$ cat config.mk
export PLATFORM = sky130hd
export DESIGN_NAME = tlul_prog_loader
export DESIGN_NICKNAME = d
export VERILOG_FILES = /design/src/rtl/tlul_prog_loader.sv
export SDC_FILE = /design/constraint.sdc
export NUM_CORES = 1
export LEC_CHECK = 0
export BUFFER_PORTS_ARGS = -buffer_cell sky130_fd_sc_hd__buf_4
export CELL_PAD_IN_SITES_DETAIL_PLACEMENT = 0
export CELL_PAD_IN_SITES_GLOBAL_PLACEMENT = 1
export CORE_ASPECT_RATIO = 1.2
export CORE_MARGIN = 5
export CORE_UTILIZATION = 44
export DETAILED_ROUTE_END_ITERATION = 7
export GPL_ROUTABILITY_DRIVEN = 0
export PLACE_DENSITY_LB_ADDON = 0.1
export SYNTH_ARGS = -nofsm -noshare
export SYNTH_HDL_FRONTEND = slang
export SYNTH_SLANG_ARGS = --single-unit
export TNS_END_PERCENT = 20
$ cat constraint.sdc
create_clock -name clock -period 2.75 [get_ports clock]
set_input_delay 0.1375 -clock clock [delete_from_list [all_inputs] [get_ports clock]]
set_output_delay 0.1375 -clock clock [all_outputs]
set_load 0.03 [all_outputs]
$ cat src/rtl/tlul_prog_loader.sv
// Program loader: assembles a UART byte stream into 32-bit words and writes
// them over TL-UL (PutFullData), holding the core in reset until loading ends.

package tlul_pkg;

  typedef enum logic [2:0] {
    PutFullData    = 3'h0,
    PutPartialData = 3'h1,
    Get            = 3'h4
  } tl_a_op_e;

  typedef enum logic [2:0] {
    AccessAck     = 3'h0,
    AccessAckData = 3'h1
  } tl_d_op_e;

  typedef struct packed {
    logic        a_valid;
    tl_a_op_e    a_opcode;
    logic [2:0]  a_param;
    logic [1:0]  a_size;
    logic [7:0]  a_source;
    logic [31:0] a_address;
    logic [3:0]  a_mask;
    logic [31:0] a_data;
    logic [15:0] a_user;
    logic        d_ready;
  } tl_h2d_t;

  typedef struct packed {
    logic        d_valid;
    tl_d_op_e    d_opcode;
    logic [2:0]  d_param;
    logic [1:0]  d_size;
    logic [7:0]  d_source;
    logic        d_sink;
    logic [31:0] d_data;
    logic [15:0] d_user;
    logic        d_error;
    logic        a_ready;
  } tl_d2h_t;

endpackage

module tlul_prog_loader #(
  parameter logic [31:0] BaseAddr = 32'h2000_0000,
  parameter logic [31:0] EndWord  = 32'h0000_0FFF,
  parameter int unsigned MaxWords = 1024
) (
  input  logic               clock,
  input  logic               rst_ni,
  input  logic               rx_dv_i,
  input  logic [7:0]         rx_byte_i,
  output tlul_pkg::tl_h2d_t  tl_o,
  input  tlul_pkg::tl_d2h_t  tl_i,
  output logic               core_hold_o,
  output logic               done_o,
  output logic               err_o,
  output logic               overrun_o,
  output logic [15:0]        word_cnt_o
);

  import tlul_pkg::*;

  localparam logic [15:0] MaxCnt = MaxWords[15:0];

  typedef enum logic [1:0] {
    ST_IDLE,
    ST_REQ,
    ST_RSP,
    ST_DONE
  } state_e;

  state_e      r_state;
  state_e      w_state_nxt;

  logic [1:0]  r_byte_idx;
  logic [23:0] r_shift;

  logic        r_pend_valid;
  logic [31:0] r_pend_addr;
  logic [31:0] r_pend_data;
  logic [31:0] r_addr;
  logic        r_end_req;

  logic [31:0] r_a_addr;
  logic [31:0] r_a_data;
  logic [1:0]  r_a_size;
  logic [3:0]  r_a_mask;
  logic        r_d_ready;

  logic [15:0] r_word_cnt;
  logic        r_err;
  logic        r_overrun;

  logic        w_byte_en;
  logic        w_word_done;
  logic [31:0] w_word;
  logic        w_is_end;
  logic        w_load_a;
  logic        w_ack;
  logic        w_pend_load;
  logic        w_overrun;
  logic [15:0] w_cnt_inc;

  assign w_byte_en   = rx_dv_i && (r_state != ST_DONE);
  assign w_word_done = w_byte_en && (r_byte_idx == 2'd3);
  assign w_word      = {rx_byte_i, r_shift};
  assign w_is_end    = (w_word == EndWord);
  assign w_cnt_inc   = r_word_cnt + 16'd1;

  // A word may land in pending on the same cycle IDLE drains it.
  assign w_pend_load = w_word_done && !w_is_end && (!r_pend_valid || w_load_a);
  assign w_overrun   = w_word_done && !w_is_end && r_pend_valid && !w_load_a;

  // Bytes shift in from the top so byte 0 ends up in [7:0].
  always_ff @(posedge clock or negedge rst_ni) begin
    if (!rst_ni) begin
      r_byte_idx <= 2'd0;
      r_shift    <= 24'd0;
    end else if (w_byte_en) begin
      // NOTE: sequential state uses non-blocking assignment so every register
      // samples pre-edge values regardless of process ordering.
      r_byte_idx <= r_byte_idx + 2'd1;
      r_shift    <= {rx_byte_i, r_shift[23:8]};
    end
  end

  // NOTE: payload registers are reset (not left as plain storage) because the
  // bus fields must read 0 while the loader is in reset.
  always_ff @(posedge clock or negedge rst_ni) begin
    if (!rst_ni) begin
      r_pend_valid <= 1'b0;
      r_pend_addr  <= 32'd0;
      r_pend_data  <= 32'd0;
      r_addr       <= BaseAddr;
      r_end_req    <= 1'b0;
    end else begin
      if (w_pend_load) begin
        r_pend_valid <= 1'b1;
        r_pend_addr  <= r_addr;
        r_pend_data  <= w_word;
        r_addr       <= r_addr + 32'd4;
      end else if (w_load_a) begin
        r_pend_valid <= 1'b0;
      end
      if (w_word_done && w_is_end) begin
        r_end_req <= 1'b1;
      end
    end
  end

  always_ff @(posedge clock or negedge rst_ni) begin
    if (!rst_ni) begin
      r_state <= ST_IDLE;
    end else begin
      r_state <= w_state_nxt;
    end
  end

  always_comb begin
    // NOTE: every output of this block gets a default first so no path can
    // leave one unassigned and infer a latch.
    w_state_nxt = r_state;
    w_load_a    = 1'b0;
    w_ack       = 1'b0;
    unique case (r_state)
      ST_IDLE: begin
        if (r_pend_valid) begin
          w_load_a    = 1'b1;
          w_state_nxt = ST_REQ;
        end else if (r_end_req) begin
          w_state_nxt = ST_DONE;
        end
      end
      ST_REQ: begin
        if (tl_i.a_ready) begin
          w_state_nxt = ST_RSP;
        end
      end
      ST_RSP: begin
        if (tl_i.d_valid) begin
          w_ack       = 1'b1;
          w_state_nxt = (w_cnt_inc == MaxCnt) ? ST_DONE : ST_IDLE;
        end
      end
      ST_DONE: begin
        w_state_nxt = ST_DONE;
      end
      default: begin
        w_state_nxt = ST_IDLE;
      end
    endcase
  end

  always_ff @(posedge clock or negedge rst_ni) begin
    if (!rst_ni) begin
      r_a_addr  <= 32'd0;
      r_a_data  <= 32'd0;
      r_a_size  <= 2'd0;
      r_a_mask  <= 4'h0;
      r_d_ready <= 1'b0;
    end else begin
      r_d_ready <= 1'b1;
      if (w_load_a) begin
        r_a_addr <= r_pend_addr;
        r_a_data <= r_pend_data;
        r_a_size <= 2'd2;
        r_a_mask <= 4'hF;
      end
    end
  end

  // An errored response still counts as a written word.
  always_ff @(posedge clock or negedge rst_ni) begin
    if (!rst_ni) begin
      r_word_cnt <= 16'd0;
      r_err      <= 1'b0;
      r_overrun  <= 1'b0;
    end else begin
      if (w_ack) begin
        if (r_word_cnt != MaxCnt) begin
          r_word_cnt <= w_cnt_inc;
        end
        if (tl_i.d_error) begin
          r_err <= 1'b1;
        end
      end
      if (w_overrun) begin
        r_overrun <= 1'b1;
      end
    end
  end

  always_comb begin
    tl_o           = '0;
    tl_o.a_valid   = (r_state == ST_REQ);
    tl_o.a_opcode  = PutFullData;
    tl_o.a_param   = 3'd0;
    tl_o.a_size    = r_a_size;
    tl_o.a_source  = 8'd0;
    tl_o.a_address = r_a_addr;
    tl_o.a_mask    = r_a_mask;
    tl_o.a_data    = r_a_data;
    tl_o.a_user    = 16'd0;
    tl_o.d_ready   = r_d_ready;
  end

  assign done_o      = (r_state == ST_DONE);
  assign core_hold_o = !done_o;
  assign err_o       = r_err;
  assign overrun_o   = r_overrun;
  assign word_cnt_o  = r_word_cnt;

  // Response payload is not needed by a write-only initiator.
  logic w_unused_d;
  assign w_unused_d = ^{tl_i.d_opcode, tl_i.d_param, tl_i.d_size, tl_i.d_source,
                        tl_i.d_sink, tl_i.d_data, tl_i.d_user};

endmodule

==> results.md, run 1 <==
- Final wirelength: around 17 mm
- Die Ht: 165 µm
- Final Skew: 0.00600 ns
- Lkg Pwr: a little under 5 nW
- Vias in the first global route: between 5k and 6k
- Initial core utilization: 44.9%
- Clock power frac: 25.6%
- Tmin final: 2.62 ns
- Max stage delay on crit path: 0.57 ns
- Slew HR: 17.2%
- CTS Buf Count: 21
- Post-Synth Adder-Cell Area: less than 1%
- Post-synthesis sequential area ratio: 57.8%
- Cells after synthesis: 646
- Post-CTS Setup Bufs: 0
- CP Data Required Time: 3.17 ns
- Mux contribution to synthesized area: 20.3%
- Tcrit/Tclk final: 95.1%
- Worst skew pair latency: between 0.4 and 0.5 ns
- Fraction of layout instances using a drive strength above 1: around 40%
- Internal power: 6.88 mW
- Max_cap viols: 0
- Layout area overhead: 19.5%
- First-pass GRT wire length: 29.1 mm
- Initial DRC Count: 224
- Leading cell types in the layout, fill and taps excluded: 199 x dfrtp_1, 122 x mux2_2, 110 x buf_4
- Pins over their slew limit: 0
- Worst R2R Path Depth: 7
- Synth Area in Compound Gates: 2.24%
- FP Rows: 56
- Buffering stage count on the worst path with inverters included: 2
- Ys async rst share: 100%
- Cell Count Post-Placement: 987
- Critical R2R Capture: r_state[0]
- Max IR drop VDD: 0.000493 V
- Pwr Total: about 10 mW
- Root buf cell: clkbuf_16
- CP most frequent cell: nor4_1
- XOR/XNOR share of the synthesized area: 4.66%
- Min-Delay Startpoint: tl_i[0]
- Non-filler cells, final: roughly 1.0k
- Vias/cell: 5.11
- Gate power share: 31.3%
- CP cell instances: nand4_1 > buf_4 > nor4_1 > nor4_1 > or4_1 > o31ai_1 > dlygate4sd3_1
- Post-synthesis simple-gate area fraction: ~9.0%
- I/O pins: 201
- CTS clk-pin slew, worst paths: roughly 0.06 ns
- Top FF cell, synth: dfrtp_1
- Critical path endpoint category: register
- FF-to-FF Start: word_cnt_o[4]
- Pre-Repair DR Iteration Count: 4
- Switching share of power: 32.9%
- Drt wl/cell: 16.7 µm
- TNS Setup: 0 ns
- Yosys cell types: 53
- Largest net degree at the start of global routing: 77
- Hold Crit Class: in2reg
- Critical path startpoint category: register
- DRC errors left: 0
- Maximum fanout along the worst path: 9
- Core Area: between 0.015 and 0.02 mm²
- Status: completed
- Actual slew at the worst max-slew pin: 1.24 ns
- Overall global routing resource usage: about 15%
- Most common cell after layout, fill and taps aside: dfrtp_1
- Fin Hold WS: 0.108 ns
- ANT cells: 0
- Overflow after GRT: 0
- Synth Cell Area: about 0.009 mm²
- Chip width: 139 µm
- HPWL after detailed placement: 11.6 mm
- Clock Tree Buf Depth: 3
- R2r setup slk: approximately 0.13 ns
- Largest family of logic cells by synthesized area: multiplexers
- Number of flops mapped to enable cells by yosys: 0
- Port Buffers: between 100 and 150
- H-tree Lvls: 1
- Final #Nets: 845
- Slowest stage cell, crit path: dlygate4sd3_1
- Psw: around 3.4 mW
- DR vias: 5,272
- Hold Path Stages: 4
- Final setup violation count: 0
- Arrival time at the worst endpoint: 3.03 ns
- Crit path launch: word_cnt_o[4]
- Initial antenna violation count: 0
- Family with the most delay on the worst path: simple AND/OR/NAND/NOR gates
- Worst Hold Path EP: r_state[1]
- Fmax: between 0.3 and 0.4 GHz
- CTS tree: done
- FF+latch count, synth: 204
- Sequential power share: 43.2%
- Die area: 0.0230 mm²
- Pwr Density: 971 mW/mm²
- # clock sinks: 204
- Ys Warns: 0
- Hold Fails Final Rpt: 0
- Post-route ant nets: 0
- Crit path kind: reg2reg
- Syn Area/Cell: 13.7 µm²
## final cells by class
type / count / area [µm²]
Fill cell: 1694 / 9130
Sequential cell: 204 / 5110
Multi-Input combinational cell: 400 / 3430
Timing Repair Buffer: 127 / 1040
Clock buffer: 27 / 568
Tap cell: 261 / 327
Clock inverter: 6 / 58.8
Inverter: 7 / 26.3
## registers in the layout (all words and copies together), names as in the netlist, 16 cells and up
register,flops
r_a_data,32
r_pend_data,32
r_a_addr,30
r_addr,30
r_pend_addr,30
r_shift,24
word_cnt_o,16
## Yosys cell counts, types with 4 or more instances
| cell type | number | area share, % |
|---|---|---|
| ha_1 | 5 | 0.71 |
| mux2_2 | 122 | 16 |
| o21ai_0 | 4 | 0.23 |
| nand4_1 | 25 | 1.8 |
| and3_1 | 13 | 0.92 |
| nor3_1 | 6 | 0.34 |
| buf_4 | 39 | 3.3 |
| nand3_1 | 19 | 1.1 |
| buf_2 | 8 | 0.45 |
| nand2_1 | 25 | 1.1 |
| mux2_4 | 28 | 4.8 |
| clkbuf_1 | 15 | 0.64 |
| xor2_1 | 5 | 0.50 |
| xnor2_1 | 42 | 4.2 |
| and4_1 | 7 | 0.69 |
| nor4_1 | 8 | 0.57 |
| nor2_1 | 14 | 0.59 |
| dfrtp_1 | 203 | 57 |
| buf_6 | 4 | 0.51 |
| inv_1 | 7 | 0.30 |
## routing by layer
| layer | wire length (µm) | track usage, % | vias to the layer above |
|---|---|---|---|
| met5 | 0 | 0 | - |
| met4 | 204 | 2.98 | 0 |
| met3 | 874 | 2.97 | 16 |
| met2 | 8360 | 24.8 | 124 |
| met1 | 7780 | 20.7 | 2692 |
| li1 | - | - | 2440 |
## kinds of logic after synthesis
logic type,Yosys count
flops,204
compound gates,26
fa+ha+maj,5
simple gates,138
xor+xnor,47
other cells,2
buf+inv,74
mux,150
## power by group through the flow
stage | logic [mW] | clock network [mW] | registers [mW]
2_1_floorplan | 1.73 | 0 | 4.86
3_3_place_gp | 3.15 | 0 | 4.45
3_5_place_dp | 3.20 | 0 | 4.48
5_1_grt | 3.45 | 2.85 | 4.55
4_1_cts | 3.24 | 2.72 | 4.43
6_report | 3.21 | 2.62 | 4.43
## through the flow
stage | cell area [µm²] | worst slack [ns] | utilization [%]
6_report | 10600 | 0.134 | 53.6
3_3_place_gp | 9790 | 0.304 | 49.7
2_1_floorplan | 8960 | 0.507 | -
4_1_cts | 10500 | 0.0799 | 53.5
3_5_place_dp | 9790 | 0.281 | 49.7
5_1_grt | 10600 | -0.00399 | 53.6
## worst max path at each step
| stage | end | slack, ns | depth (start not counted) |
|---|---|---|---|
| 6_report | r_state[0] | 0.13 | 7 |
| 5_1_grt | r_state[0] | -0.004 | 7 |
| 4_1_cts | r_state[0] | 0.08 | 6 |
| 3_5_place_dp | word_cnt_o[10] | 0.28 | 5 |
| 3_3_place_gp | word_cnt_o[10] | 0.30 | 5 |
| 2_1_floorplan | word_cnt_o[14] | 0.51 | 8 |
## worst min-delay path: stages
cell and delay, ns:
buf_4 0.09, a221o_1 0.14, o31ai_1 0.06, a21oi_1 0.11
## timing repair
| action | CTS | global route |
|---|---|---|
| hold buffers | 12 | 0 |
| setup endpoints to repair | 0 | 1 |
| endpoints found under the hold margin | 86 | 0 |
| resized for setup | 0 | 8 |
(Power assumes the default switching activity.)
==> run 2, diff against run 1 <==
CELL_PAD_IN_SITES_DETAIL_PLACEMENT = 1   (was 0)
CELL_PAD_IN_SITES_GLOBAL_PLACEMENT = 2   (was 1)
CORE_UTILIZATION = 33   (was 44)
clock period = 2.15 ns   (was 2.75 ns; I/O delays follow)
==> run 2 against run 1 <==
Compared with the run above:
- hold slack better by 0.066 ns
- setup slack got worse by 0.068 ns
- combinational power increased by 41%
- cell area grew 5.0%
- critical path type unchanged
- die area up 31%
- largest cell class unchanged
==> results.md, run 2 (same netlist as run 1, synthesis figures left out) <==
- CTS clk-pin slew, worst paths: 0.06 ns
- Cell Count Post-Placement: 1,091
- Layout area overhead: 25.5%
- Lkg Pwr: 5.10 nW
- Drt wl/cell: between 15 and 20 µm
- Max_cap viols: 0
- DR vias: 5,424
- Maximum fanout along the worst path: 10
- Final wirelength: 20.1 mm
- TNS Setup: 0 ns
- FP Rows: 65
- Overflow after GRT: 0
- Initial DRC Count: approximately 140
- Chip width: 159 µm
- CTS Buf Count: 23
- Largest net degree at the start of global routing: 72
- Initial antenna violation count: 0
- First-pass GRT wire length: 33.6 mm
- Fraction of layout instances using a drive strength above 1: 43.1%
- Arrival time at the worst endpoint: 2.48 ns
- Status: completed
- Initial core utilization: 33.5%
- # clock sinks: 204
- HPWL after detailed placement: 14.1 mm
- H-tree Lvls: 1
- Root buf cell: clkbuf_16
- CTS tree: done
- Crit path kind: reg2reg
- Final setup violation count: 0
- Final #Nets: 877
- Die area: 0.0302 mm²
- Critical path startpoint category: register
- Worst skew pair latency: 0.50 ns
- Final Skew: 0.0155 ns
- Max IR drop VDD: 0.000445 V
- Hold Fails Final Rpt: 0
- I/O pins: between 200 and 250
- Pre-Repair DR Iteration Count: 6
- Core Area: between 0.02 and 0.03 mm²
- Biggest regs: r_a_data: 32 flops, r_pend_data: 32 flops
- Final design utilization: between 40% and 50%
- Tmin final: 2.08 ns
- Vias/cell: 4.75
- Fmax: 0.480 GHz
- CP Data Required Time: 2.55 ns
- Overall global routing resource usage: 13.2%
- ANT cells: 0
- Worst R2R Path Depth: 7
- Leading cell types in the layout, fill and taps excluded: 201 x dfrtp_1, 135 x buf_4, 122 x mux2_2
- Critical path endpoint category: register
- Pre-CTS WS: -0.0291 ns
- Slack of the critical path: 0.0654 ns
- Pwr Total: 14.2 mW
- DRC errors left: 0
- Unrepaired setup endpoints after global routing: yes
- Most common cell after layout, fill and taps aside: dfrtp_1
- Pwr Density: between 1000 and 1500 mW/mm²
- Slew HR: roughly three fifths
- Tcrit/Tclk final: 97.0%
- Actual slew at the worst max-slew pin: 0.621 ns
- Non-filler cells, final: 1,143
- Die Ht: 189 µm
- Pins over their slew limit: 0
- Port Buffers: 102
- Clock Tree Buf Depth: 3
- Post-route ant nets: 0
- Vias in the first global route: 6,078
- Hold Crit Class: in2async
-- run 2: cell count changes in the layout (fill, tap and decap cells not counted), sizes merged --
cell and change:
bufinv +2, clkinv -3, clkbuf +8, buf +30
-- run 2: per-stage QoR --
stage	hold WS, ns	area (µm²)
finish	0.175	11100
global route	0.217	11100
CTS	0.190	11100
detailed placement	0.161	10200
global placement	0.159	10200
floorplan	-0.188	8960
-- run 2: repair_timing --
item,in CTS,in global routing
gates resized for setup,2,3
pin swaps,1,0
cloned,0,0
setup endpoints to repair,3,7
setup buffers,0,0
endpoints found under the hold margin,86,0
hold buffers,12,0
-- run 2: power by group --
| group | switching (mW) | internal (mW) | total (mW) |
|---|---|---|---|
| Sequential | 0.699 | 4.88 | 5.58 |
| Combinational | 2.35 | 2.19 | 4.54 |
| Clock | 1.51 | 2.53 | 4.03 |
| Total | 4.56 | 9.60 | 14.2 |
-- run 2: path summary, 6_finish.rpt --
| kind | from | endpoint | slack, ns |
|---|---|---|---|
| max in group asynchronous | rst_ni | r_addr[29] | 1.14 |
| max reg2reg | word_cnt_o[0] | r_state[0] | 0.07 |
| min in group clock | rx_dv_i | r_end_req | 0.20 |
| max | word_cnt_o[0] | r_state[0] | 0.07 |
| min | rst_ni | r_a_data[3] | 0.17 |
| min reg2reg | err_o | err_o | 0.47 |
-- run 2: cell type report --
class	count	area, µm²
Inverter	7	26.3
Tap cell	335	419
Clock inverter	5	100
Timing Repair Buffer	157	1330
Clock buffer	35	681
Multi-Input combinational cell	400	3430
Fill cell	2737	15300
Sequential cell	204	5110
-- run 2: worst max-delay path, stage by stage (launching register included) --
cell,delay (ns)
dfrtp_2,0.43
buf_12,0.14
ha_2,0.22
nand4b_1,0.21
nor4_2,0.18
nor4_1,0.09
or4_1,0.48
o31ai_1,0.23
-- run 2: metal layers --
layer  routed length, µm  vias to the layer above  part of all wire (%)  global-route usage [%]
met2               10500                      106                    52                    24.3
met5                   0                        -                     0                       0
met3                 785                       25                   3.9                    1.89
li1                    -                     2507                     -                       -
met1                8400                     2786                    42                    16.2
met4                 448                        0                   2.2                    3.81
==> run 3, diff against run 2 <==
CELL_PAD_IN_SITES_DETAIL_PLACEMENT = default   (was 1)
CELL_PAD_IN_SITES_GLOBAL_PLACEMENT = default   (was 2)
CORE_UTILIZATION = 49   (was 33)
==> run 3 against run 2 <==
Compared with the run above:
- sequential power shrank 0.7%
- die area shrank 31%
- hold slack gained 0.0046 ns
- critical endpoint is now r_pend_addr[14]
==> results.md, run 3 (same netlist as run 1, synthesis figures left out) <==
- Status: completed
- Max stage delay on crit path: 0.55 ns
- Vias in the first global route: 5,948
- Hold Fails Final Rpt: 0
- Vias/cell: 5.22
- # clock sinks: 204
- Fmax: ~0.48 GHz
- Pwr Density: around 1200 mW/mm²
- Worst skew pair latency: 0.49 ns
- Area of the multi-input gates: approximately 0.0034 mm²
- CTS tree: done
- Core Area: 0.0176 mm²
- Lkg Pwr: 5.24 nW
- Final setup violation count: 0
- Slowest stage cell, crit path: or4b_4
- Most common cell after layout, fill and taps aside: dfrtp_1
- R2r setup slk: 0.08 ns
- Max_cap viols: 0
- Design area: 0.0111 mm²
- Initial core utilization: 50.1%
- Arrival time at the worst endpoint: roughly 2.5 ns
- Die area: 0.0208 mm²
- CTS clk-pin slew, worst paths: 0.06 ns
- HPWL after detailed placement: about 13 mm
- FP Rows: 53
- Layout fillers: 1,406
- Clock Tree Buf Depth: 3
- Final #Nets: 912
- Final design utilization: 63.1%
- Initial antenna violation count: 0
- Post-route ant nets: 0
- Maximum fanout along the worst path: 17
- Buffering stage count on the worst path with inverters included: 3
- CP most frequent cell: buf_12
- Final Skew: 0.00711 ns
- DRC errors left: 0
- Pins over their slew limit: 0
- Unrepaired setup endpoints after global routing: yes
- Port Buffers: 102
- Actual slew at the worst max-slew pin: ~0.52 ns
- Overall global routing resource usage: 17.3%
- Drt wl/cell: 16.8 µm
- Tmin final: 2.07 ns
- H-tree Lvls: 1
- Initial DRC Count: 173
- Die Ht: 157 µm
- DR vias: 5,552
- FF-to-FF Start: r_shift[12]
- Largest net degree at the start of global routing: 65
- Chip width: 133 µm
- Layout area overhead: 26.0%
- Overflow after GRT: 0
- Pwr Total: 13.9 mW
- Slew HR: between 60% and 70%
- Pre-Repair DR Iteration Count: 4
- Worst R2R Path Depth: 7
- Root buf cell: clkbuf_16
- First-pass GRT wire length: 30.0 mm
- Crit path kind: reg2reg
- ANT cells: 0
- Family with the most delay on the worst path: simple AND/OR/NAND/NOR gates
- CP cell instances: or4b_4 > nor4_4 > buf_4 > a211oi_4 > buf_12 > buf_12 > mux2_4
- CP Data Required Time: 2.52 ns
- Final wirelength: 17.8 mm
- Fraction of layout instances using a drive strength above 1: a little under half
- Leading cell types in the layout, fill and taps excluded: 199 x dfrtp_1, 173 x buf_4, 122 x mux2_2
- Cell depth of the worst setup path: 7
- Hold Crit Class: in2async
- CTS Buf Count: 22
- Biggest regs: r_a_data: 32 flops, r_pend_data: 32 flops
- Critical path startpoint category: register
- Critical path endpoint category: register
- Critical R2R Capture: r_pend_addr[14]
- Placed cell areas: around 0.01 mm²
- I/O pins: 201
- Max IR drop VDD: 0.000803 V
- Tcrit/Tclk final: 96.5%
- Reg area: 0.00511 mm²
[run 3: cell count changes in the layout (fill, tap and decap cells not counted), moves of 2 or more]
cell	change
dfrtp_1	-2
clkbuf_1	-2
nor3_2	-2
buf_12	-2
dfrtp_2	+2
bufinv_16	-3
buf_4	+38
nor3_1	+2
clkinv_2	+3
[run 3: report_power, final]
group / total (mW) / switching (mW) / leakage, nW / internal (mW)
sequential: 5.54 / 0.654 / 2.62 / 4.88
combinational: 4.73 / 2.39 / 2.26 / 2.34
clock: 3.64 / 1.45 / 0.358 / 2.19
total: 13.9 / 4.49 / 5.24 / 9.41
[run 3: cell type report]
type                            count  area share [%]
Inverter                            7           0.236
Clock buffer                       34            6.17
Multi-Input combinational cell    400            30.8
Clock inverter                      5           0.225
Sequential cell                   204            45.9
Timing Repair Buffer              193            14.1
Tap cell                          220            2.47
[run 3: worst max-delay path by stage]
stage             startpoint               to  slack, ns
3_3_place_gp      r_state[1]   r_pend_data[6]      -0.17
6_report         r_shift[12]  r_pend_addr[14]       0.08
2_1_floorplan  word_cnt_o[4]       r_state[0]      0.005
4_1_cts        word_cnt_o[3]       r_state[0]       0.01
5_1_grt          r_shift[12]  r_pend_addr[14]     -0.007
3_5_place_dp      r_state[1]   r_pend_data[2]      -0.21
[run 3: repair_timing]
item                                    4_1_cts  5_1_grt
pin swaps                                     3        3
hold endpoints to repair                     77        0
cloned                                        0        0
endpoints found under the setup margin       78       13
buffers inserted                              5        5
hold buffers                                 12        0
gates resized for setup                       2        3
[run 3: worst reg2reg max path, stage by stage (launching register included)]
cell	delay [ns]
dfrtp_1	0.38
or4b_4	0.55
nor4_4	0.14
buf_4	0.17
a211oi_4	0.08
buf_12	0.17
buf_12	0.16
mux2_4	0.30
[run 3: per-stage QoR]
stage	setup TNS (ns)	instances	setup WS, ns	hold slack, ns
6_report	0	1063	0.0760	0.179
5_1_grt	-0.00815	1063	-0.00712	0.231
4_1_cts	0	1058	0.0119	0.189
3_5_place_dp	-9.03	1002	-0.212	0.139
3_3_place_gp	-8.18	1002	-0.174	0.129
2_1_floorplan	0	678	0.00515	-0.188
[run 3: layer usage]
layer	wire length (µm)	vias to the layer above	global-route usage, %
met2	9250	115	30.6
met1	7540	2823	22.1
met5	0	-	0
li1	-	2580	-
met3	630	34	2.75
met4	401	0	5.05
